[src/rtl/trdb_branch_map_replayer.sv]
`default_nettype none
// ---------------------------------------------------------------------------
// trdb_branch_map_replayer: replays a trace packet's branch map, one outcome per walker handshake.
// Revision: 1.0
// ---------------------------------------------------------------------------
module trdb_branch_map_replayer #(
  parameter int MAP_LEN = 31,
  parameter int CNT_W   = 5
) (
  input  logic               clk_i,
  input  logic               rst_i,
  input  logic               flush_i,
  input  logic               pkt_valid_i,
  output logic               pkt_ready_o,
  input  logic [CNT_W-1:0]   pkt_branches_i,
  input  logic [MAP_LEN-1:0] pkt_map_i,
  output logic               out_valid_o,
  input  logic               out_ready_i,
  output logic               out_taken_o,
  output logic               out_last_o,
  output logic [CNT_W-1:0]   remaining_o,
  output logic               err_o
);

  typedef enum logic [0:0] {
    IDLE   = 1'b0,
    REPLAY = 1'b1
  } state_t;

  state_t             state_q, state_d;
  logic [MAP_LEN-1:0] map_q, map_d;
  logic [CNT_W-1:0]   cnt_q, cnt_d;
  logic               err_q, err_d;

  logic cnt_is_one;
  logic out_hs;
  logic pkt_acc;
  logic pkt_oversize;

  assign cnt_is_one   = (cnt_q == CNT_W'(1));
  assign pkt_oversize = (32'(pkt_branches_i) > 32'(MAP_LEN));

  // Last outcome leaving this cycle frees the map register for the next packet.
  assign pkt_ready_o = (state_q == IDLE) || (cnt_is_one && out_ready_i);
  assign pkt_acc     = pkt_valid_i && pkt_ready_o;
  assign out_hs      = (state_q == REPLAY) && out_ready_i;

  assign out_valid_o = (state_q == REPLAY);
  assign out_taken_o = ~map_q[0];
  assign out_last_o  = (state_q == REPLAY) && cnt_is_one;
  assign remaining_o = cnt_q;
  assign err_o       = err_q;

  always_comb begin
    state_d = state_q;
    map_d   = map_q;
    cnt_d   = cnt_q;
    err_d   = err_q;

    if (out_hs) begin
      map_d = map_q >> 1;
      cnt_d = cnt_q - CNT_W'(1);
      if (cnt_is_one) begin
        state_d = IDLE;
      end
    end

    if (pkt_acc) begin
      if (pkt_branches_i == '0) begin
        state_d = IDLE;
      end else if (pkt_oversize) begin
        err_d   = 1'b1;
        state_d = IDLE;
      end else begin
        map_d   = pkt_map_i;
        cnt_d   = pkt_branches_i;
        state_d = REPLAY;
      end
    end

    // Flush overrides any load or handshake, and the lost packet raises no error.
    if (flush_i) begin
      state_d = IDLE;
      map_d   = '0;
      cnt_d   = '0;
      err_d   = err_q;
    end
  end

  always_ff @(posedge clk_i) begin
    if (rst_i) begin
      state_q <= IDLE;
      map_q   <= '0;
      cnt_q   <= '0;
      err_q   <= 1'b0;
    end else begin
      state_q <= state_d;
      map_q   <= map_d;
      cnt_q   <= cnt_d;
      err_q   <= err_d;
    end
  end

endmodule
`default_nettype wire

[config.mk]
export PLATFORM = sky130hd
export DESIGN_NAME = trdb_branch_map_replayer
export DESIGN_NICKNAME = d
export VERILOG_FILES = /design/src/rtl/trdb_branch_map_replayer.sv
export SDC_FILE = /design/constraint.sdc
export NUM_CORES = 1
export LEC_CHECK = 0
export CAP_MARGIN = 20
export CORE_MARGIN = 8
export CORE_UTILIZATION = 49
export DETAILED_ROUTE_END_ITERATION = 10
export HOLD_SLACK_MARGIN = 0.02
export PLACE_DENSITY = 0.85
export SYNTH_ARGS = -nofsm -noshare
export SYNTH_HDL_FRONTEND = slang
export SYNTH_SLANG_ARGS = --single-unit
[constraint.sdc]
create_clock -name clk_i -period 2.4 [get_ports clk_i]
set_clock_uncertainty 0.15 [all_clocks]
set_input_delay 0.48 -clock clk_i [delete_from_list [all_inputs] [get_ports clk_i]]
set_output_delay 0.48 -clock clk_i [all_outputs]
set_load 0.02 [all_outputs]
== Word level (Yosys, flattened, before mapping) ==
Cells that the tools add are included.

* Add/sub/neg operators: 1
* Equal/unequal tests: 1
* Muxes and demuxes: 10
* Bitwise logic cells: 2
* Reduce and logical (&&, ||, !) cells: 10

{| class="wikitable"
|+ Operator list
! kind !! number
|-
| 31-bit 2-to-1 mux || 3
|-
| 5-bit 2-to-1 mux || 3
|-
| 5-bit by 1-bit equality test with 1-bit output, second input constant || 1
|-
| 5-bit logical NOT || 1
|-
| 5-bit by 1-bit subtractor with 5-bit output, second input constant || 1
|-
| 1-bit logical AND || 4
|-
| 1-bit 2-to-1 mux || 4
|-
| 2-bit nonzero test || 2
|-
| 1-bit NOT || 2
|-
| 2-bit AND reduction || 1
|-
| 2-bit OR reduction || 1
|-
| 1-bit logical OR || 1
|}

* Flip-flop bits (word level): 37
* Word-level logic and storage cells: 27

== Logic depth before layout (Yosys ltp) ==
* Depth in word-level cells: 6
* Mapped depth: 8
* Depth with buffers taken out: 6

== Worst setup path before layout ==
Ideal clock, no wire load.

* Path kind: register -> output
* From: register cnt_q[0] (netlist: remaining_o[0])
* To: output pkt_ready_o
* Arrival time: 1.641 ns
* Required time: 1.770 ns
* Path slack: 0.129 ns
* Stages on the path, launching flop included: 4
* Buffers on the path: 0
* Cell sequence: dfxtp_1 > ha_1 > or3b_4 > o21ai_0

* Word-level cells in the longest chain between the ends: 3

{| class="wikitable"
|+ Ends and longest elaborated chain
! what !! RTL line !! RTL
|-
| from (decl) || 32 || <nowiki>logic [CNT_W-1:0] cnt_q, cnt_d;</nowiki>
|-
| from (signal assigned) || 99 || <nowiki>cnt_q <= cnt_d;</nowiki>
|-
| 5-bit by 1-bit equality test with 1-bit output || 40 || <nowiki>assign cnt_is_one = (cnt_q == CNT_W'(1));</nowiki>
|-
| 1-bit logical AND || 44 || <nowiki>assign pkt_ready_o = (state_q == IDLE) || (cnt_is_one && out_ready_i);</nowiki>
|-
| 1-bit logical OR || 44 ||
|-
| to (decl) || 14 || <nowiki>output logic pkt_ready_o,</nowiki>
|}

No other way between the ends.

== Final worst setup path ==
* From: register cnt_q[1] (netlist: remaining_o[1])
* To: output out_last_o

* Word-level cells in the longest chain between the ends: 2

{| class="wikitable"
|+ Ends and longest elaborated chain
! what !! RTL line !! RTL
|-
| 5-bit by 1-bit equality test with 1-bit output || 40 ||
|-
| 1-bit logical AND || 50 || <nowiki>assign out_last_o = (state_q == REPLAY) && cnt_is_one;</nowiki>
|-
| to (decl) || 20 || <nowiki>output logic out_last_o,</nowiki>
|}

No other way between the ends.

==> flow_metrics.py <==
metrics = {
    "yosys": {
        "syn-instance-count": 232,
        "synth-seq-cells": 37,
        "synth-edff-count": 0,
        "synth-seq-area-share": 0.3714,
        "syn_area_per_cell_um2": 8.597,
        "ys_warn_count": 0,
        "ys.flop_type": "dfxtp_1",
        "ys_types": 35,
        "syn_area_um2": 1994,
        "syn_nets": 275,
        "async_reset_ff_frac": 0,
    },
    "worst_setup_path": {
        "required_ns": 1.77,
        "critPathLaunchType": "register",
        "slowest_delay_ns": 0.39,
        "end_kind": "primary output",
        "worstPathMaxFanout": 3,
        "slowest_stage": "or3b_4",
        "crit_chain": "inv_1 > ha_1 > or3b_4 > nor3b_2 > clkdlybuf4s15_2",
        "crit_family": "simple AND/OR/NAND/NOR gates",
        "cp_num_buf_inv": 2,
        "crit_type": "register to primary output",
        "cp.arrival_ns": 1.71,
    },
    "die": {
        "rows": 23,
        "io_pins": 51,
        "die_w_um": 79.80,
        "fp.dieH_um": 79.80,
        "core_area_um2": 3971,
        "dieArea_um2": 6368,
        "start_util": 0.5022,
    },
    "sta": {
        "whs_ns": 0.3404,
        "drv_slew": 0,
        "hold_viol": 0,
        "min_period_ns": 2.337,
        "slew_headroom": 0.5169,
        "rsz0062_at_grt": "no",
        "setup_viol": 0,
        "fmax_mhz": 428.0,
        "worstMarginPinSlew_ns": 0.7246,
        "fin_crit_sh": 0.9736,
    },
    "routing": {
        "drcViolationCount": 0,
        "drt_iter0_drc": 114,
        "firstDrtPassIters": 5,
        "wire_per_inst_um": 15.33,
        "drt_wl_total_mm": 5.091,
        "vias_per_cell": 5.768,
        "num_vias": 1915,
        "ant_nets": 0,
    },
    "final_layout": {
        "n_fill_cell": 372,
        "final_nets": 324,
        "finish.instance_area_um2": 2582,
        "n_antenna_cell": 0,
        "area_growth_pct": 29.49,
        "regArea_um2": 740.7,
        "multiInputGateArea_um2": 1023,
        "layout-drive-gt1-share": 0.1418,
    },
    "status": {
        "status": "finished, final reports clean",
    },
    "place": {
        "dp_hpwl_mm": 3.494,
        "placed_area_um2": 2499,
        "io_buffers": 49,
        "routabilityCongestion": 0.7522,
    },
    "global_routing": {
        "grt_pass1_vias": 1926,
        "antenna_found_initial": 0,
        "grt_pass1_wl_mm": 8.687,
        "grt_util_all_layers": 0.1672,
        "grt-ovfl-total": 0,
        "grt_max_degree": 38,
    },
    "cts": {
        "cts_inserted_buffers": 5,
        "cts_hold_buf": 0,
        "clockBufferDepth": 2,
        "cts.sinks": 37,
        "cts_root_buf": "clkbuf_8",
        "cts_tree": "yes",
        "path_clk_slew_ns": 0.07,
        "cts.htree.levels": 2,
        "worstSkewPairLatency_ns": 0.30,
    },
    "power": {
        "power.leakage_nw": 0.8595,
        "power.density_nw_per_um2": 521.0,
        "vdd_ir_drop_max_mv": 0.3109,
        "post-layout-total-power_w": 0.001345,
    },
    "hold_path": {
        "hp-class": "register to register",
    },
    "flow_run": {
        "cap_violations": 0,
    },
}
==> placed cells by master, fill, tap and decap left out, types with 2 or more instances in the layout <==
| cell type | n |
|---|---|
| a21oi_1 | 7 |
| a311oi_1 | 29 |
| buf_12 | 2 |
| buf_4 | 17 |
| clkbuf_8 | 5 |
| clkdlybuf4s50_1 | 47 |
| clkinv_2 | 2 |
| dfxtp_1 | 37 |
| ha_1 | 2 |
| inv_1 | 5 |
| nand2_1 | 36 |
| nand3_1 | 31 |
| nand3b_1 | 3 |
| nor3_1 | 26 |
| nor3_2 | 4 |
| nor4_1 | 2 |
| o21ai_0 | 4 |
| o22ai_1 | 2 |
| o31a_1 | 2 |
| xnor2_1 | 2 |
==> synth_stat cells, types with 2 or more instances <==
cell	n	area share
buf_4	2	0.0075
clkbuf_8	7	0.048
buf_6	4	0.023
o21ai_0	5	0.013
nor3_2	4	0.020
ha_1	2	0.013
o22ai_1	2	0.0063
dfxtp_1	37	0.37
o31a_1	2	0.0088
a311oi_1	29	0.13
nand3b_1	3	0.011
buf_2	5	0.013
nand3_1	31	0.078
a21oi_1	7	0.018
inv_1	5	0.0094
clkbuf_1	6	0.011
nor3_1	26	0.065
nor4_1	2	0.0063
nand2_1	36	0.068
xnor2_1	2	0.0088
==> power by group <==
part / switching (W) / leakage (nW) / internal, W
clock network: 0.000225 / 0.0450 / 0.000201
registers: 0.0000157 / 0.302 / 0.000643
logic: 0.000128 / 0.512 / 0.000133
==> timing repair <==
item	4_1_cts	5_1_grt
setup endpoints to repair	2	2
endpoints found under the hold margin	0	0
buffers inserted	0	0
gates cloned	0	0
resized for setup	8	3
==> cells by family after synthesis <==
kind of cell               share of synthesized area
AOI/OAI and AO/OA                             0.2026
buffers and inverters                         0.1179
DFF                                           0.3714
other                                       0.001880
muxes                                       0.005019
adders and majority gates                    0.01255
and+or+nand+nor                               0.2798
xor gates and xnor gates                    0.008785
==> per-layer routing <==
layer | GRT usage | up-vias | part of all wire
li1 | - | 959 | -
met1 | 0.1939 | 895 | 0.45
met2 | 0.2747 | 55 | 0.47
met3 | 0.06419 | 6 | 0.068
met4 | 0.05636 | 0 | 0.013
met5 | 0 | - | 0
==> flip-flops by register name (all words and copies together), names as in the netlist <==
signal and flops:
map_q 31, remaining_o 5, out_valid_o 1
==> worst paths after layout <==
check                               startpoint    endpoint  slack (ns)  cells after the start
worst max-delay path            remaining_o[1]  out_last_o        0.06                      5
worst min-delay path                 map_q[30]   map_q[30]        0.34                      2
worst max register to register  remaining_o[1]   map_q[16]        0.32                      8
worst min register to register       map_q[30]   map_q[30]        0.34                      2
==> final cells by class <==
type / count / share of cell area
multi-input cells: 164 / 0.3963
repair buffers: 68 / 0.2534
clock buffers: 6 / 0.02810
inverters: 5 / 0.007267
flip-flops and latches: 37 / 0.2868
well taps: 50 / 0.02422
clock inverters: 2 / 0.003876
==> worst min-delay path: cells and delay by family, from the launching register on <==
family         cells  cell delay [ns]
AO/OA/AOI/OAI      2             0.13
flip-flops         1             0.31
==> stage by stage <==
step,util,instances,setup WS (ns),setup TNS (ns)
after global placement,0.6292,324,-0.1768,-3.672
after detailed placement,0.6292,324,-0.1713,-4.882
after floorplan,-,232,0.1295,0
after CTS,0.6506,332,0.01252,0
after global routing,0.6503,332,0.002180,0
final,0.6503,332,0.06344,0
No activity file was read; power rests on OpenSTA's default activity.
